## src/rtl/crossbar_nxm_pkg.sv

```systemverilog
// Shared definitions for the N x M request/ack crossbar: command encodings and
// the per-slave transaction state.
package crossbar_nxm_pkg;

  localparam logic CMD_READ  = 1'b0;
  localparam logic CMD_WRITE = 1'b1;

  typedef enum logic {
    ST_IDLE = 1'b0,
    ST_BUSY = 1'b1
  } slv_state_e;

endpackage

```

## src/rtl/crossbar_nxm_rr_arbiter.sv

```systemverilog
// Round-robin request picker: grants the first requester at or after ptr_i,
// searching upward and wrapping modulo N. Purely combinational.
module crossbar_nxm_rr_arbiter #(
  parameter int N = 2
) (
  input  logic [N-1:0]         req_i,
  input  logic [$clog2(N)-1:0] ptr_i,
  output logic [N-1:0]         grant_o,
  output logic [$clog2(N)-1:0] idx_o,
  output logic                 valid_o
);

  localparam int IW = $clog2(N);
  localparam logic [IW:0] N_W = (IW + 1)'(N);

  logic [IW:0] cand;

  // Scan from the farthest offset down to the pointer so the last hit is the winner.
  always_comb begin
    grant_o = '0;
    idx_o   = '0;
    valid_o = 1'b0;
    cand    = '0;
    for (int k = N - 1; k >= 0; k--) begin
      cand = {1'b0, ptr_i} + (IW + 1)'(k);
      if (cand >= N_W) begin
        cand = cand - N_W;
      end
      if (req_i[cand[IW-1:0]]) begin
        idx_o   = cand[IW-1:0];
        valid_o = 1'b1;
      end
    end
    if (valid_o) begin
      grant_o[idx_o] = 1'b1;
    end
  end

endmodule

```

## src/rtl/crossbar_nxm.sv

```systemverilog
// N-master x M-slave request/ack crossbar with per-slave round-robin arbitration.
// Optional ack watchdog enabled by defining XBAR_TIMEOUT_EN.
module crossbar_nxm
  import crossbar_nxm_pkg::*;
#(
  parameter int N_MASTERS = 2,
  parameter int N_SLAVES  = 2,
  parameter int AW        = 32,
  parameter int DW        = 32,
  parameter int TIMEOUT   = 16
) (
  input  logic                    clk,
  input  logic                    reset,
  input  logic [N_MASTERS-1:0]    master_req,
  input  logic [N_MASTERS-1:0]    master_cmd,
  input  logic [N_MASTERS*AW-1:0] master_addr,
  input  logic [N_MASTERS*DW-1:0] master_wdata,
  output logic [N_MASTERS*DW-1:0] master_rdata,
  output logic [N_MASTERS-1:0]    master_ack,
  output logic [N_MASTERS-1:0]    master_err,
  output logic [N_SLAVES-1:0]     slave_req,
  output logic [N_SLAVES-1:0]     slave_cmd,
  output logic [N_SLAVES*AW-1:0]  slave_addr,
  output logic [N_SLAVES*DW-1:0]  slave_wdata,
  input  logic [N_SLAVES*DW-1:0]  slave_rdata,
  input  logic [N_SLAVES-1:0]     slave_ack
);

  localparam int SEL_W = $clog2(N_SLAVES);
  localparam int MIW   = $clog2(N_MASTERS);

  logic [AW-1:0]    m_addr  [N_MASTERS];
  logic [DW-1:0]    m_wdata [N_MASTERS];
  logic [SEL_W-1:0] m_sel   [N_MASTERS];
  logic [MIW-1:0]   s_gnt   [N_SLAVES];
  logic [DW-1:0]    s_rdata [N_SLAVES];
  logic [N_SLAVES-1:0] fin;
  logic [N_SLAVES-1:0] tmo;

  for (genvar gi = 0; gi < N_MASTERS; gi++) begin : g_unpack_m
    assign m_addr[gi]  = master_addr[gi*AW +: AW];
    assign m_wdata[gi] = master_wdata[gi*DW +: DW];
    assign m_sel[gi]   = master_addr[gi*AW + AW - 1 -: SEL_W];
  end

  for (genvar gi = 0; gi < N_SLAVES; gi++) begin : g_slave
    slv_state_e            state_q;
    logic [MIW-1:0]        gnt_q;
    logic [MIW-1:0]        ptr_q;
    logic [MIW-1:0]        ptr_d;
    logic                  req_q;
    logic                  cmd_q;
    logic [AW-1:0]         addr_q;
    logic [DW-1:0]         wdata_q;
    logic [N_MASTERS-1:0]  req_vec;
    logic [N_MASTERS-1:0]  arb_onehot;
    logic [MIW-1:0]        arb_idx;
    logic                  arb_valid;
    logic                  win_cmd;
    logic [AW-1:0]         win_addr;
    logic [DW-1:0]         win_wdata;

    always_comb begin
      req_vec = '0;
      for (int i = 0; i < N_MASTERS; i++) begin
        req_vec[i] = master_req[i] && (m_sel[i] == SEL_W'(gi));
      end
    end

    crossbar_nxm_rr_arbiter #(
      .N (N_MASTERS)
    ) u_arb (
      .req_i   (req_vec),
      .ptr_i   (ptr_q),
      .grant_o (arb_onehot),
      .idx_o   (arb_idx),
      .valid_o (arb_valid)
    );

    // One-hot AND-OR select of the winning master's request fields.
    always_comb begin
      win_cmd   = 1'b0;
      win_addr  = '0;
      win_wdata = '0;
      for (int i = 0; i < N_MASTERS; i++) begin
        if (arb_onehot[i]) begin
          win_cmd   = win_cmd | master_cmd[i];
          win_addr  = win_addr | m_addr[i];
          win_wdata = win_wdata | m_wdata[i];
        end
      end
    end

    assign ptr_d = (arb_idx == MIW'(N_MASTERS - 1)) ? '0 : arb_idx + 1'b1;

`ifdef XBAR_TIMEOUT_EN
    localparam int CNT_W = $clog2(TIMEOUT + 1);
    logic [CNT_W-1:0] cnt_q;

    // An ack arriving on the limit edge takes priority over the timeout.
    assign tmo[gi] = (state_q == ST_BUSY) && !slave_ack[gi] && (cnt_q == CNT_W'(TIMEOUT - 1));

    always_ff @(posedge clk) begin
      if (!reset) begin
        cnt_q <= '0;
      end else if (state_q == ST_IDLE) begin
        cnt_q <= '0;
      end else if (!slave_ack[gi]) begin
        cnt_q <= cnt_q + 1'b1;
      end
    end
`else
    assign tmo[gi] = 1'b0;
`endif

    assign fin[gi] = (state_q == ST_BUSY) && (slave_ack[gi] || tmo[gi]);

    always_ff @(posedge clk) begin
      if (!reset) begin
        state_q <= ST_IDLE;
        gnt_q   <= '0;
        ptr_q   <= '0;
        req_q   <= 1'b0;
        cmd_q   <= 1'b0;
        addr_q  <= '0;
        wdata_q <= '0;
      end else begin
        case (state_q)
          ST_IDLE: begin
            if (arb_valid) begin
              state_q <= ST_BUSY;
              gnt_q   <= arb_idx;
              ptr_q   <= ptr_d;
              req_q   <= 1'b1;
              cmd_q   <= win_cmd;
              addr_q  <= win_addr;
              wdata_q <= win_wdata;
            end
          end
          ST_BUSY: begin
            cmd_q   <= master_cmd[gnt_q];
            addr_q  <= m_addr[gnt_q];
            wdata_q <= m_wdata[gnt_q];
            if (fin[gi]) begin
              state_q <= ST_IDLE;
              req_q   <= 1'b0;
            end
          end
          default: state_q <= ST_IDLE;
        endcase
      end
    end

    assign s_gnt[gi]                  = gnt_q;
    assign s_rdata[gi]                = slave_rdata[gi*DW +: DW];
    assign slave_req[gi]              = req_q;
    assign slave_cmd[gi]              = cmd_q;
    assign slave_addr[gi*AW +: AW]    = addr_q;
    assign slave_wdata[gi*DW +: DW]   = wdata_q;
  end

  // A master has at most one transaction outstanding, so at most one slave completes for it.
  for (genvar gi = 0; gi < N_MASTERS; gi++) begin : g_master
    logic          ack_q;
    logic          ack_d;
    logic          err_q;
    logic          err_d;
    logic [DW-1:0] rdata_q;
    logic [DW-1:0] rdata_d;

    always_comb begin
      ack_d   = 1'b0;
      err_d   = 1'b0;
      rdata_d = rdata_q;
      for (int s = 0; s < N_SLAVES; s++) begin
        if (fin[s] && (s_gnt[s] == MIW'(gi))) begin
          ack_d = 1'b1;
          if (tmo[s]) begin
            err_d   = 1'b1;
            rdata_d = '1;
          end else if (slave_cmd[s] == CMD_READ) begin
            rdata_d = s_rdata[s];
          end
        end
      end
    end

    always_ff @(posedge clk) begin
      if (!reset) begin
        ack_q   <= 1'b0;
        err_q   <= 1'b0;
        rdata_q <= '0;
      end else begin
        ack_q   <= ack_d;
        err_q   <= err_d;
        rdata_q <= rdata_d;
      end
    end

    assign master_ack[gi]             = ack_q;
    assign master_err[gi]             = err_q;
    assign master_rdata[gi*DW +: DW]  = rdata_q;
  end

endmodule

```

## config.mk

```make
export PLATFORM = sky130hd
export DESIGN_NAME = crossbar_nxm
export DESIGN_NICKNAME = d
export VERILOG_FILES = /design/src/rtl/crossbar_nxm_pkg.sv /design/src/rtl/crossbar_nxm_rr_arbiter.sv /design/src/rtl/crossbar_nxm.sv
export SDC_FILE = /design/constraint.sdc
export NUM_CORES = 1
export LEC_CHECK = 0
export ABC_AREA = 1
export BUFFER_PORTS_ARGS = -buffer_cell sky130_fd_sc_hd__buf_4
export CAP_MARGIN = 20
export CORE_MARGIN = 5
export CORE_UTILIZATION = 45
export DETAILED_ROUTE_END_ITERATION = 12
export PLACE_DENSITY = 0.73
export SLEW_MARGIN = 30
export SYNTH_ARGS = -nofsm -noshare
export SYNTH_HDL_FRONTEND = slang
export SYNTH_SLANG_ARGS = --single-unit
```

## constraint.sdc

```tcl
create_clock -name clk -period 1.6 [get_ports clk]
set_input_delay 0.32 -clock clk [delete_from_list [all_inputs] [get_ports clk]]
set_output_delay 0.32 -clock clk [all_outputs]
set_load 0.03 [all_outputs]
```

Word level (Yosys, flattened, before mapping)
Index checks and enable logic that the tools add are counted.
{"block": "totals", "reg_bits": 204, "in_bits": 200, "out_inout_bits": 200, "word_cells": 168}
{"block": "classes", "addsub": 8, "n_lt_le_gt_ge": 16, "eq_ne": 4, "n_mux": 92, "bitwise": 14, "n_reduce_logical": 16}
{"op": "$mux 32", "n": 32}
{"op": "$pmux 32 s2", "n": 4}
{"op": "$or 32x32->32", "n": 4}
{"op": "$mux 1", "n": 46}
{"op": "$lt 1x2->1 const B", "n": 8}
{"op": "$logic_and 1x1->1", "n": 12}
{"op": "$pmux 1 s2", "n": 6}
{"op": "$ge 2x2->1 const B", "n": 4}
{"op": "$ne 2x2->1 const B", "n": 4}
{"op": "$reduce_and 2->1", "n": 4}
{"op": "$not 1->1", "n": 6}
{"op": "$add 1x1->2 const B", "n": 2}
{"op": "$ge 1x2->1 const B", "n": 2}
{"op": "$mux 2", "n": 2}
{"op": "$not 1->2", "n": 2}
{"op": "$sub 1x1->1 const B", "n": 4}
{"op": "$add 1x1->1 const B", "n": 2}
{"op": "$demux 1 s1", "n": 2}
{"op": "$ge 1x1->1 const B", "n": 2}
{"op": "$or 1x1->1", "n": 2}

Depth between registers and ports, before layout
Gate-level depths: netlist (run 1).
{"block": "logic_depth", "depth_word": 17, "depth_mapped": 11, "mapped_depth_nobuf": 10}

Hierarchy
From an unflattened synthesis (run 1), not the netlist that was laid out.
{"block": "hier_totals", "cells_unflattened": 2047, "hier_area_um2": 12091.6}
{"mod": "crossbar_nxm", "instances": 1, "cells_per_inst": 2033, "area_per_inst_um2": 12031.5, "seq_area_each_um2": 4083.9}
{"mod": "crossbar_nxm_rr_arbiter", "instances": 2, "cells_per_inst": 7, "area_per_inst_um2": 30.0, "seq_area_each_um2": 0.0}

Worst setup path before layout (run 1)
OpenSTA, ideal clock, no wires.
{"block": "synth_path", "kind": "register to register", "from": "reg g_slave[1].gnt_q", "to": "reg g_master[1].rdata_q[10]", "setup_ns": 0.117, "arrival_time_ns": 1.202, "required_time_ns": 1.483, "setup_slack_ns": 0.281, "stages_incl_launch_ff": 9, "n_path_buf": 3, "period_less_slack_ns": 1.319, "path_cell_list": "dfxtp_1 -> clkbuf_2 -> inv_1 -> buf_4 -> nor2_4 -> nand2_2 -> clkbuf_1 -> o21ai_0 -> nor2_1"}
{"block": "synth_between", "elab_chain_cells": 2}
{"element": "start, declared", "line_no": "crossbar_nxm.sv:48", "text": "logic [MIW-1:0] gnt_q;"}
{"element": "start signal, assigned", "line_no": "crossbar_nxm.sv:132", "text": "gnt_q <= arb_idx;"}
{"element": "$logic_and 1x1->1", "line_no": "crossbar_nxm.sv:176", "text": "if (fin[s] && (s_gnt[s] == MIW'(gi))) begin"}
{"element": "$mux 32", "line_no": "crossbar_nxm.sv:176"}
{"element": "end signal, assigned", "line_no": "crossbar_nxm.sv:196", "text": "rdata_q <= rdata_d;"}
{"element": "end, declared", "line_no": "crossbar_nxm.sv:168", "text": "logic [DW-1:0] rdata_q;"}
No other way between the ends.
A chain may end at the register's enable or synchronous reset.

Worst setup path in the final report (run 1)
{"block": "layout_path", "from": "reg g_slave[1].ptr_q", "to": "reg g_slave[1].wdata_q[8]"}
{"block": "layout_between", "elab_chain_cells": 17, "elab_cells_between_ends": 27, "cone_classes": "3 x add/sub; 4 x order compare; 1 x eq/ne; 17 x mux; 1 x bitwise; 1 x reduce/logical"}
{"element": "start, declared", "line_no": "crossbar_nxm.sv:49", "text": "logic [MIW-1:0] ptr_q;"}
{"element": "start signal, assigned", "line_no": "crossbar_nxm.sv:133", "text": "ptr_q <= ptr_d;"}
{"element": "$add 1x1->2", "line_no": "crossbar_nxm_rr_arbiter.sv:25", "text": "cand = {1'b0, ptr_i} + (IW + 1)'(k);"}
{"element": "$ge 2x2->1 or $sub 1x1->1 (tied branches)", "line_no": "crossbar_nxm_rr_arbiter.sv:26, crossbar_nxm_rr_arbiter.sv:27"}
{"element": "$mux 1", "line_no": "crossbar_nxm_rr_arbiter.sv:26", "text": "if (cand >= N_W) begin"}
{"element": "$mux 1 (not written as such) (2 in a row)", "line_no": "crossbar_nxm_rr_arbiter.sv:29", "text": "if (req_i[cand[IW-1:0]]) begin"}
{"element": "$mux 1 (2 in a row)", "line_no": "crossbar_nxm_rr_arbiter.sv:29"}
{"element": "$lt 1x2->1 (not written as such) or $ge 1x1->1 (tied branches)", "line_no": "crossbar_nxm_rr_arbiter.sv:35", "text": "grant_o[idx_o] = 1'b1;"}
{"element": "$logic_and 1x1->1 (not written as such)", "line_no": "crossbar_nxm_rr_arbiter.sv:35"}
{"element": "$mux 1 (not written as such)", "line_no": "crossbar_nxm_rr_arbiter.sv:35"}
{"element": "$demux 1 s1"}
{"element": "$mux 2", "line_no": "crossbar_nxm_rr_arbiter.sv:34", "text": "if (valid_o) begin"}
{"element": "$mux 32", "line_no": "crossbar_nxm.sv:86", "text": "if (arb_onehot[i]) begin"}
{"element": "$or 32x32->32", "line_no": "crossbar_nxm.sv:89", "text": "win_wdata = win_wdata | m_wdata[i];"}
{"element": "$mux 32", "line_no": "crossbar_nxm.sv:86"}
{"element": "$mux 32", "line_no": "crossbar_nxm.sv:130", "text": "if (arb_valid) begin"}
{"element": "$pmux 32 s2", "line_no": "crossbar_nxm.sv:128", "text": "case (state_q)"}
{"element": "end signal, assigned", "line_no": "crossbar_nxm.sv:137", "text": "wdata_q <= win_wdata;"}
{"element": "end signal, assigned", "line_no": "crossbar_nxm.sv:143", "text": "wdata_q <= m_wdata[gnt_q];"}
{"element": "end, declared", "line_no": "crossbar_nxm.sv:54", "text": "logic [DW-1:0] wdata_q;"}
Parallel ways exist; a longest one is shown, timed or not. The select of a mux whose other input is x is not followed.

==> metrics.md, run 1 <==
| Metric | Value |
|---|---|
| Most frequent cells in the layout | buf_4 (432), nand2_1 (376), inv_1 (252) |
| IO Port Bufs | 397 |
| Power, Total | ~0.017 W |
| Number of diodes | 0 |
| Hpwl dp | 32,900 um |
| Synth cell types | 31 |
| Post-Synthesis Cell Area | 11,700 um^2 |
| Root Driver | clkbuf_16 |
| Most common cell after layout, fill and taps aside | buf_4 |
| Final Setup Violations | 0 |
| Final hold vios | 0 |
| Tcrit/Tclk final | 0.943 |
| R2R Path Start | g_slave[1].ptr_q |
| Fin crit period | about 1.5 ns |
| Cts bufs inserted | 25 |
| Post-route antenna net violation count | 0 |
| Grt total ovfl | 0 |
| Seq/Total Area, Yosys | 0.349 |
| Dpl ws | -0.0143 ns |
| Clock Latency Late Sink | 0.53 ns |
| Vias in the first global route | between 10,000 and 15,000 |
| Chip width | approximately 170 um |
| Sequential group share of total power | 0.348 |
| Ratio of cells with drive above 1 in the final layout | 0.241 |
| CP Class | register to register |
| Combinational share of power | 0.286 |
| Reg2reg end | g_slave[1].wdata_q[8] |
| Hold Path Sink | g_master[0].rdata_q[25] |
| Crit path arrival time | just under 2 ns |
| Skew final | 0.0129 ns |
| Total wire length | 47,200 um |
| Setup WS post-layout | 0.0905 ns |
| Avg Inst Size Synth | 6.24 um^2 |
| Synthesized instance count | 1,875 |
| Largest net degree at the start of global routing | 90 |
| CTS Buffer Depth | 3 |
| DR WL/cell | 18.3 um |
| Worst min path class | primary input to register |
| Drt pass-1 iters | 6 |
| Yosys warns | 0 |
| Worst min-delay path startpoint | slave_rdata[57] |
| I/O pin cnt | 400 |
| Height of the chip | roughly 170 um |
| Global-route wire length before repair | 72,500 um |
| CTS tree | built |
| Post-detailed-route DRC marker count | 0 |
| Final Max Tran Viols | 0 |
| Std-Cell Rows | 59 |
| Drt initial violations | 1,633 |
| GRT Util Overall | 0.305 |
| Max stage delay on crit path | 0.38 ns |
| Worst hold margin | 0.0619 ns |
| Fillers | about 2,400 |
| Setup bufs post-CTS | 0 |
| Static leakage | about 8.3 nW |
| Hold Path Depth | 3 |
| Via Count | 14,300 |
| Peak supply drop | 0.000848 V |
| CTS clock-pin slew for the worst setup and hold paths | 0.06 ns |
| Antenna violations before repair | 2 |
| Clock Power Share | 0.366 |
| PostCTS Resize Cnt | 0 |
| Pwr Density | 1050 nW/um^2 |
| Layout net count | 2,421 |
| Initial core utilization | 0.453 |
| Core Util, Final | 0.619 |
| Htree depth | 1 |
| Synth Register Bits | 204 |
| Critical Path End Type | register |
| R2R depth | 9 |
| Pint | between 0.01 and 0.015 W |
| Required time of the critical path | 2.08 ns |
| Vias/cell | 5.53 |
| Sw Ratio | 0.339 |
| Layout Area Growth over Synthesis | 36.7% |
| Reg2Reg Setup Slack | 0.09 ns |
| Switch Pwr | 0.00567 W |
| Outcome | finished clean |
| Hold-fix buffers, CTS | 0 |
| Maximum clock frequency | 662 MHz |
| Core area | ~26,000 um^2 |
| Die area | 29,300 um^2 |
| RePlAce Congestion | 0.897 |
| Startpoint Class | register |
| RSZ-0062 raised after global routing | yes |
| Critical-path top delay cell | dfxtp_1 |
| Worst-path cell chain | inv_1, nand3_1, nand2_4, nor2_8, buf_12, nand2_1, nand3_1, nand2_1, inv_1 |
| Crit-path max FO | 25 |
| Max cap viols | 0 |
| Clock Sink Count | 204 |
## cells in the mapped netlist
master	n	share of area
a22oi_1	1	0.00064
nand4_1	4	0.0021
a21oi_1	191	0.082
nand2_2	10	0.0054
buf_4	27	0.017
nand3_2	3	0.0026
o21ai_0	89	0.038
nor2_8	1	0.0017
or2_2	2	0.0011
nand3_1	194	0.083
conb_1	1	0.00032
nor2_1	210	0.067
nand3b_1	6	0.0039
clkinv_1	1	0.00032
buf_6	10	0.0096
nor2_2	2	0.0011
o22ai_1	102	0.055
a21oi_2	1	0.00075
a21oi_4	1	0.0014
buf_2	38	0.016
o21ai_1	64	0.027
nand2_1	378	0.12
clkbuf_2	3	0.0013
inv_1	253	0.081
nand2_4	3	0.0029
dfxtp_1	204	0.35
a211oi_1	3	0.0019
inv_2	10	0.0032
clkbuf_1	53	0.017
nor2_4	3	0.0029
buf_1	7	0.0022
## kinds of logic after synthesis
logic type      Yosys count  share of synthesized area
other cells               1                   0.000321
compound gates          452                      0.207
simple gates            816                      0.295
buf+inv                 402                      0.149
flops                   204                      0.349
## worst max path at each step
stage / startpoint / to / slack, ns / cells after the start
6_report: g_slave[1].ptr_q / g_slave[1].wdata_q[8] / 0.09 / 9
5_1_grt: g_slave[0].ptr_q / g_slave[0].addr_q[15] / -0.007 / 9
4_1_cts: g_slave[1].state_q / g_slave[1].addr_q[26] / 0.06 / 7
3_5_place_dp: master_addr[63] / g_slave[1].wdata_q[8] / -0.01 / 9
3_3_place_gp: master_addr[63] / g_slave[1].wdata_q[8] / 0.06 / 9
2_1_floorplan: g_slave[1].gnt_q / g_master[1].rdata_q[10] / 0.28 / 8
## layer usage
metal  track usage  part of all wire
met5             0           0.00059
met4         0.119             0.047
met3        0.0781              0.11
met2         0.505              0.46
met1         0.384              0.38
## metrics by stage
| step | cells | instance area [um^2] | TNS, ns |
|---|---|---|---|
| finish | 2575 | 16000 | 0 |
| global route | 2575 | 16000 | -0.0130 |
| CTS | 2575 | 16000 | 0 |
| detailed placement | 2529 | 15100 | -0.0143 |
| global placement | 2529 | 15100 | 0 |
| floorplan | 1876 | 11700 | 0 |
## layout make-up
class | count | area (um^2) | area share
timing repair buffer | 456 | 3710 | 0.232
clock buffer | 37 | 761 | 0.0476
clock inverter | 9 | 126 | 0.00790
sequential | 204 | 4090 | 0.256
inverter | 264 | 992 | 0.0621
multi-input combinational | 1270 | 5890 | 0.369
tap | 335 | 419 | 0.0262
## worst max-delay path: cells and delay by family (launching register included)
family	cells	cell delay [ns]
buffers and inverters	3	0.35
DFF	1	0.38
and+or+nand+nor	6	0.71
## power groups by stage
stage | combinational, W | clock, W | sequential [W]
floorplan | 0.00199 | 0 | 0.00670
global placement | 0.00467 | 0 | 0.00592
detailed placement | 0.00474 | 0 | 0.00593
CTS | 0.00476 | 0.00622 | 0.00582
global route | 0.00518 | 0.00646 | 0.00587
finish | 0.00479 | 0.00612 | 0.00583
## flip-flops by register name, indices dropped and copies added, names as in the netlist
signal / count
g_master.ack_q: 2
g_master.rdata_q: 64
g_slave.addr_q: 64
g_slave.cmd_q: 2
g_slave.gnt_q: 2
g_slave.ptr_q: 2
g_slave.req_q: 2
g_slave.state_q: 2
g_slave.wdata_q: 64
Power figures use the tool's default switching activity.
==> inputs of run 2 (changes only) <==
Settings changed: ABC_AREA 1 to not set, PLACE_DENSITY 0.73 to 0.75.
==> metrics.md, run 2 <==
| Metric | Value |
|---|---|
| Post-Synthesis Cell Area | ~9900 um^2 |
| Core area | 21,700 um^2 |
| Synth top area share | 0.413 |
| Sw Ratio | 0.317 |
| Crit path arrival time | 2.04 ns |
| Yosys warns | 0 |
| Vias in the first global route | 9,979 |
| CP delay by family, top | simple AND/OR/NAND/NOR gates |
| Fin cells | 1,736 |
| Worst min-delay path startpoint | master_wdata[19] |
| Global-route wire length before repair | 56,800 um |
| Post-detailed-route DRC marker count | 0 |
| DR WL/cell | around 23 um |
| EDFF count, synth | 0 |
| CTS clock-pin slew for the worst setup and hold paths | 0.06 ns |
| CP Class | register to register |
| Most frequent cells in the layout | buf_4 (438), dfxtp_1 (200), a22oi_1 (147) |
| Sequential group share of total power | 0.369 |
| Tcrit/Tclk final | 1.00 |
| Avg Inst Size Synth | approximately 9.4 um^2 |
| Switch Pwr | 0.00502 W |
| IO Port Bufs | 397 |
| Number of diodes | 0 |
| Std-Cell Rows | 54 |
| Crit-path max FO | 8 |
| Largest net degree at the start of global routing | 65 |
| R2R Path Start | g_slave[0].state_q |
| Final hold vios | 0 |
| Top FF cell, synth | dfxtp_1 |
| Startpoint Class | register |
| CTS tree | built |
| GRT Util Overall | 0.287 |
| Layout Area Growth over Synthesis | 48.3% |
| Drt initial violations | between 700 and 800 |
| RSZ-0062 raised after global routing | yes |
| CTS Buffer Depth | 3 |
| Combinational share of power | 0.288 |
| Pwr Density | between 1000 and 1500 nW/um^2 |
| Htree depth | 1 |
| Clock Latency Late Sink | 0.52 ns |
| Setup WS post-layout | -0.0000255 ns |
| Peak supply drop | 0.000675 V |
| Most common cell after layout, fill and taps aside | buf_4 |
| Hpwl dp | 27,400 um |
| Seq/Total Area, Yosys | 0.413 |
| Height of the chip | 158 um |
| Clock Sink Count | 204 |
| Synth top area cells | dfxtp_1 (41%), a22oi_1 (11%), mux2_2 (9.2%) |
| Skew final | 0.0215 ns |
| Most frequent cell after synthesis | dfxtp_1 |
| Critical Path End Type | register |
| Maximum clock frequency | 625 MHz |
| R2R depth | 6 |
| Final Max Tran Viols | 0 |
| Required time of the critical path | slightly above 2 ns |
| Max stage delay on crit path | 0.41 ns |
| Chip width | 158 um |
| Worst-path cell chain | or3b_4, nor2_4, buf_12, clkbuf_16, a221oi_1, a21oi_1 |
| Drt pass-1 iters | 7 |
| Hold-fix buffers, CTS | 0 |
| Root Driver | clkbuf_16 |
| Synth Register Bits | 204 |
| CP Buf/Inv Count | 2 |
| Reg2Reg Setup Slack | -0.00003 ns |
| Inst Count DP | roughly 1,700 |
| Power, Total | 0.0158 W |
| Top Registers | g_master.rdata_q x64, g_slave.addr_q x64, g_slave.wdata_q x64 |
| Worst min path class | primary input to register |
| Grt total ovfl | 0 |
| Post-route antenna net violation count | 0 |
| Hold Path Sink | g_slave[0].wdata_q[19] |
| I/O pin cnt | 400 |
| Fillers | 1,731 |
| Relative max-transition margin | 0.588 |
| Pint | ~0.011 W |
| Ratio of cells with drive above 1 in the final layout | 0.429 |
| Antenna violations before repair | 0 |
| Reg2reg end | g_slave[0].addr_q[22] |
| Core Util, Final | 0.675 |
| Clock Power Share | 0.344 |
| Layout net count | 1,641 |
| Synthesized instance count | roughly 1,100 |
| Die area | 25,000 um^2 |
| Area leader, netlist | dfxtp_1 |
| Static leakage | 6.29 nW |
| Fin crit period | 1.60 ns |
| Final Setup Violations | 1 |
| Worst-Margin Slew | just over 0.6 ns |
| Cts bufs inserted | 23 |
| Total wire length | 40,100 um |
| Post-synth top cells | dfxtp_1 (204), a22oi_1 (147), o21ai_0 (105) |
| Failing checks | setup timing |
| Initial core utilization | 0.456 |
| RePlAce Congestion | 0.880 |
| Critical-path top delay cell | or3b_4 |
| Post-synth ARST share | 0 |
| Outcome | complete, but fails checks |
| Vias/cell | 5.95 |
| Max cap viols | 0 |
| Hold Path Depth | 3 |
| Synth cell types | 41 |
| Via Count | 10,300 |
[run 2: cell count changes in the layout (fill, tap and decap cells not counted), moves of 37 or more]
cell / before / now
a22oi_1: 1 / 147
nand3_1: 194 / 2
nor2_1: 210 / 29
mux2i_1: 0 / 64
o21ai_1: 64 / 7
inv_1: 252 / 2
mux2_2: 0 / 81
a221oi_1: 0 / 37
o22ai_1: 102 / 1
a21boi_0: 0 / 54
nand2_1: 376 / 47
a21oi_1: 191 / 83
[run 2: cell type report]
type / instances / area, um^2 / share of cell area
Clock inverter: 5 / 75.1 / 0.00512
Sequential cell: 204 / 4090 / 0.279
Multi-Input combinational cell: 733 / 5380 / 0.367
Clock buffer: 35 / 691 / 0.0471
Timing Repair Buffer: 477 / 4050 / 0.276
Tap cell: 280 / 350 / 0.0239
Inverter: 2 / 7.51 / 0.000512
[run 2: routing by layer]
| layer | track usage | up-vias | routed length, um |
|---|---|---|---|
| li1 | - | 4764 | - |
| met1 | 0.337 | 4920 | 14700 |
| met2 | 0.494 | 557 | 19600 |
| met3 | 0.0834 | 92 | 4350 |
| met4 | 0.114 | 0 | 1490 |
| met5 | 0 | - | 0 |
[run 2: worst max-delay path by stage]
stage                            start                       to  depth (start not counted)
finish              g_slave[0].state_q    g_slave[0].addr_q[22]                          6
global route        g_slave[0].state_q   g_master[0].rdata_q[1]                          7
CTS                 g_slave[0].state_q   g_slave[0].wdata_q[21]                          5
detailed placement       master_req[1]   g_slave[0].wdata_q[28]                          6
global placement       master_addr[31]         g_slave[1].cmd_q                          6
floorplan           g_slave[1].state_q  g_master[0].rdata_q[23]                          7
[run 2: cell families after synthesis]
kind of cell,count (synthesis),share of synthesized area
AO/OA/AOI/OAI,478,0.323
flip-flops,204,0.413
multiplexers,146,0.158
buffers and inverters,117,0.0537
AND/OR/NAND/NOR,107,0.0514
other,1,0.000380
[run 2: worst min-delay path, cell delays in order]
cell and delay [ns]:
buf_4 0.12, nand2_1 0.05, a21oi_1 0.05
[run 2: power by group through the flow]
stage	Combinational, W	Clock (W)	Sequential (W)
detailed placement	0.00435	0	0.00592
CTS	0.00437	0.00548	0.00582
global placement	0.00428	0	0.00591
finish	0.00455	0.00543	0.00583
global route	0.00481	0.00570	0.00587
floorplan	0.00158	0	0.00670
[run 2: timing repair]
action                     4_1_cts  5_1_grt
setup endpoints to repair       36       77
gates resized for setup          6       32
gates cloned                     1        8
pin swaps                        0        8
setup buffers                    0        6
[run 2: through the flow]
stage          area, um^2  hold WS, ns  setup slack, ns  setup TNS (ns)
2_1_floorplan        9880        0.454           0.0199               0
3_3_place_gp        13500        0.439           -0.115           -2.22
3_5_place_dp        13500        0.442           -0.118           -2.43
4_1_cts             14300       0.0548          0.00386               0
5_1_grt             14700       0.0664          -0.0517          -0.458
6_report            14700       0.0666       -0.0000255      -0.0000255
==> inputs of run 3 (changes only) <==
Settings changed: HOLD_SLACK_MARGIN set to 0.15.
Clock period 1.6 ns to 1.9 ns, I/O delays scaled along.
==> metrics.md, run 3 (same netlist as run 2, synthesis figures left out) <==
| Metric | Value |
|---|---|
| Worst min path class | primary input to register |
| Layout net count | 1,676 |
| Fin crit period | ~1.7 ns |
| Top Registers | g_master.rdata_q x64, g_slave.addr_q x64, g_slave.wdata_q x64 |
| IO Port Bufs | a little under 400 |
| CTS Buffer Depth | 3 |
| Post-detailed-route DRC marker count | 0 |
| Power, Total | roughly 0.013 W |
| Largest net degree at the start of global routing | 83 |
| Maximum clock frequency | ~600 MHz |
| Post-route antenna net violation count | 0 |
| RSZ-0062 raised after global routing | no |
| Pwr Density | 910 nW/um^2 |
| Hold-fix buffers, CTS | 73 |
| Layout Area Growth over Synthesis | 49.9% |
| Vias in the first global route | 10,600 |
| Final Setup Violations | 0 |
| Most frequent cells in the layout | buf_4 (421), dfxtp_1 (200), a22oi_1 (147) |
| Startpoint Class | register |
| GRT Util Overall | 0.295 |
| CTS clock-pin slew for the worst setup and hold paths | 0.06 ns |
| Initial core utilization | 0.456 |
| RePlAce Congestion | 0.868 |
| Core area | 21,700 um^2 |
| Tcrit/Tclk final | 0.900 |
| CTS tree | built |
| Grt total ovfl | 0 |
| Ratio of cells with drive above 1 in the final layout | 0.384 |
| Vias/cell | 5.90 |
| PostCTS Resize Cnt | 0 |
| FF+latch area | 4090 um^2 |
| Clock Latency Late Sink | 0.52 ns |
| Via Count | 10,500 |
| Required time of the critical path | roughly 2.3 ns |
| Clock Sink Count | ~200 |
| Chip width | about 160 um |
| Crit path arrival time | 2.12 ns |
| Fin cells | 1,774 |
| Worst-Margin Slew | 0.599 ns |
| Setup bufs post-CTS | 0 |
| Critical Path End Type | register |
| Global-route wire length before repair | just under 60,000 um |
| Max cap viols | 0 |
| DR WL/cell | 22.2 um |
| Root Driver | clkbuf_16 |
| Outcome | finished clean |
| Crit-path max FO | 30 |
| Die area | 25,000 um^2 |
| Most common cell after layout, fill and taps aside | buf_4 |
| I/O pin cnt | 400 |
| CP Class | register to register |
| Peak supply drop | 0.000639 V |
| Hpwl dp | 27,000 um |
| Relative max-transition margin | 0.601 |
| Height of the chip | ~160 um |
| Antenna violations before repair | 0 |
| Fillers | 1,686 |
| Std-Cell Rows | 54 |
| Skew final | 0.0136 ns |
| Htree depth | 1 |
| Cts bufs inserted | 24 |
| Drt initial violations | 569 |
| Drt pass-1 iters | 6 |
| Inst Count DP | 1,657 |
| Static leakage | 6.31 nW |
| Area of the multi-input gates | 5300 um^2 |
| Setup TNS | 0 ns |
| Total wire length | ~39,000 um |
| Final hold vios | 0 |
| Final Max Tran Viols | 0 |
-- run 3: cell types whose count changed in the layout (fill, tap and decap cells not counted), moves of 4 or more --
cell	before	now
a221oi_2	7	0
a21boi_0	54	63
buf_6	6	0
a221oi_1	37	44
buf_4	438	421
dlygate4sd3_1	0	73
clkbuf_16	29	25
buf_12	25	17
a21boi_1	31	22
-- run 3: path summary, 6_finish.rpt --
kind,start,end,slack [ns],cells after the start
max reg2reg,g_slave[0].state_q,g_slave[0].addr_q[3],0.19,5
min,master_wdata[43],g_slave[1].wdata_q[11],0.16,3
min reg2reg,g_slave[0].addr_q[25],g_slave[0].addr_q[25],0.45,2
max,g_slave[0].state_q,g_slave[0].addr_q[3],0.19,5
-- run 3: metrics by stage --
stage / cell area (um^2) / hold slack, ns / setup slack, ns / util
after global routing: 14800 / 0.159 / 0.0837 / 0.683
after global placement: 13200 / 0.440 / 0.170 / 0.611
after floorplan: 9880 / 0.473 / 0.320 / -
after CTS: 14800 / 0.151 / 0.188 / 0.683
after detailed placement: 13200 / 0.446 / 0.132 / 0.611
final: 14800 / 0.162 / 0.191 / 0.683
-- run 3: cell type report --
class                           instances  share of cell area
Antenna cell                            1            0.000169
Clock buffer                           37              0.0487
Clock inverter                          6             0.00710
Inverter                                2            0.000507
Multi-Input combinational cell        733               0.358
Sequential cell                       204               0.276
Tap cell                              280              0.0237
Timing Repair Buffer                  511               0.286
-- run 3: layer usage --
layer / track usage / wire, um
met1: 0.344 / 14800
met5: 0 / 0
met3: 0.0703 / 3590
met4: 0.133 / 1770
met2: 0.512 / 19300
-- run 3: worst max-delay path, stage by stage (launching register included) --
cell and delay, ns:
dfxtp_2 0.38, or3b_1 0.47, nor2_4 0.17, buf_12 0.21, a22oi_1 0.09, a21boi_0 0.27
-- run 3: power by group --
group	leakage (nW)	internal [W]	switching [W]
Sequential	1.68	0.00467	0.000239
Clock	0.406	0.00300	0.00184
Combinational	4.23	0.00159	0.00213
Total	6.31	0.00927	0.00421
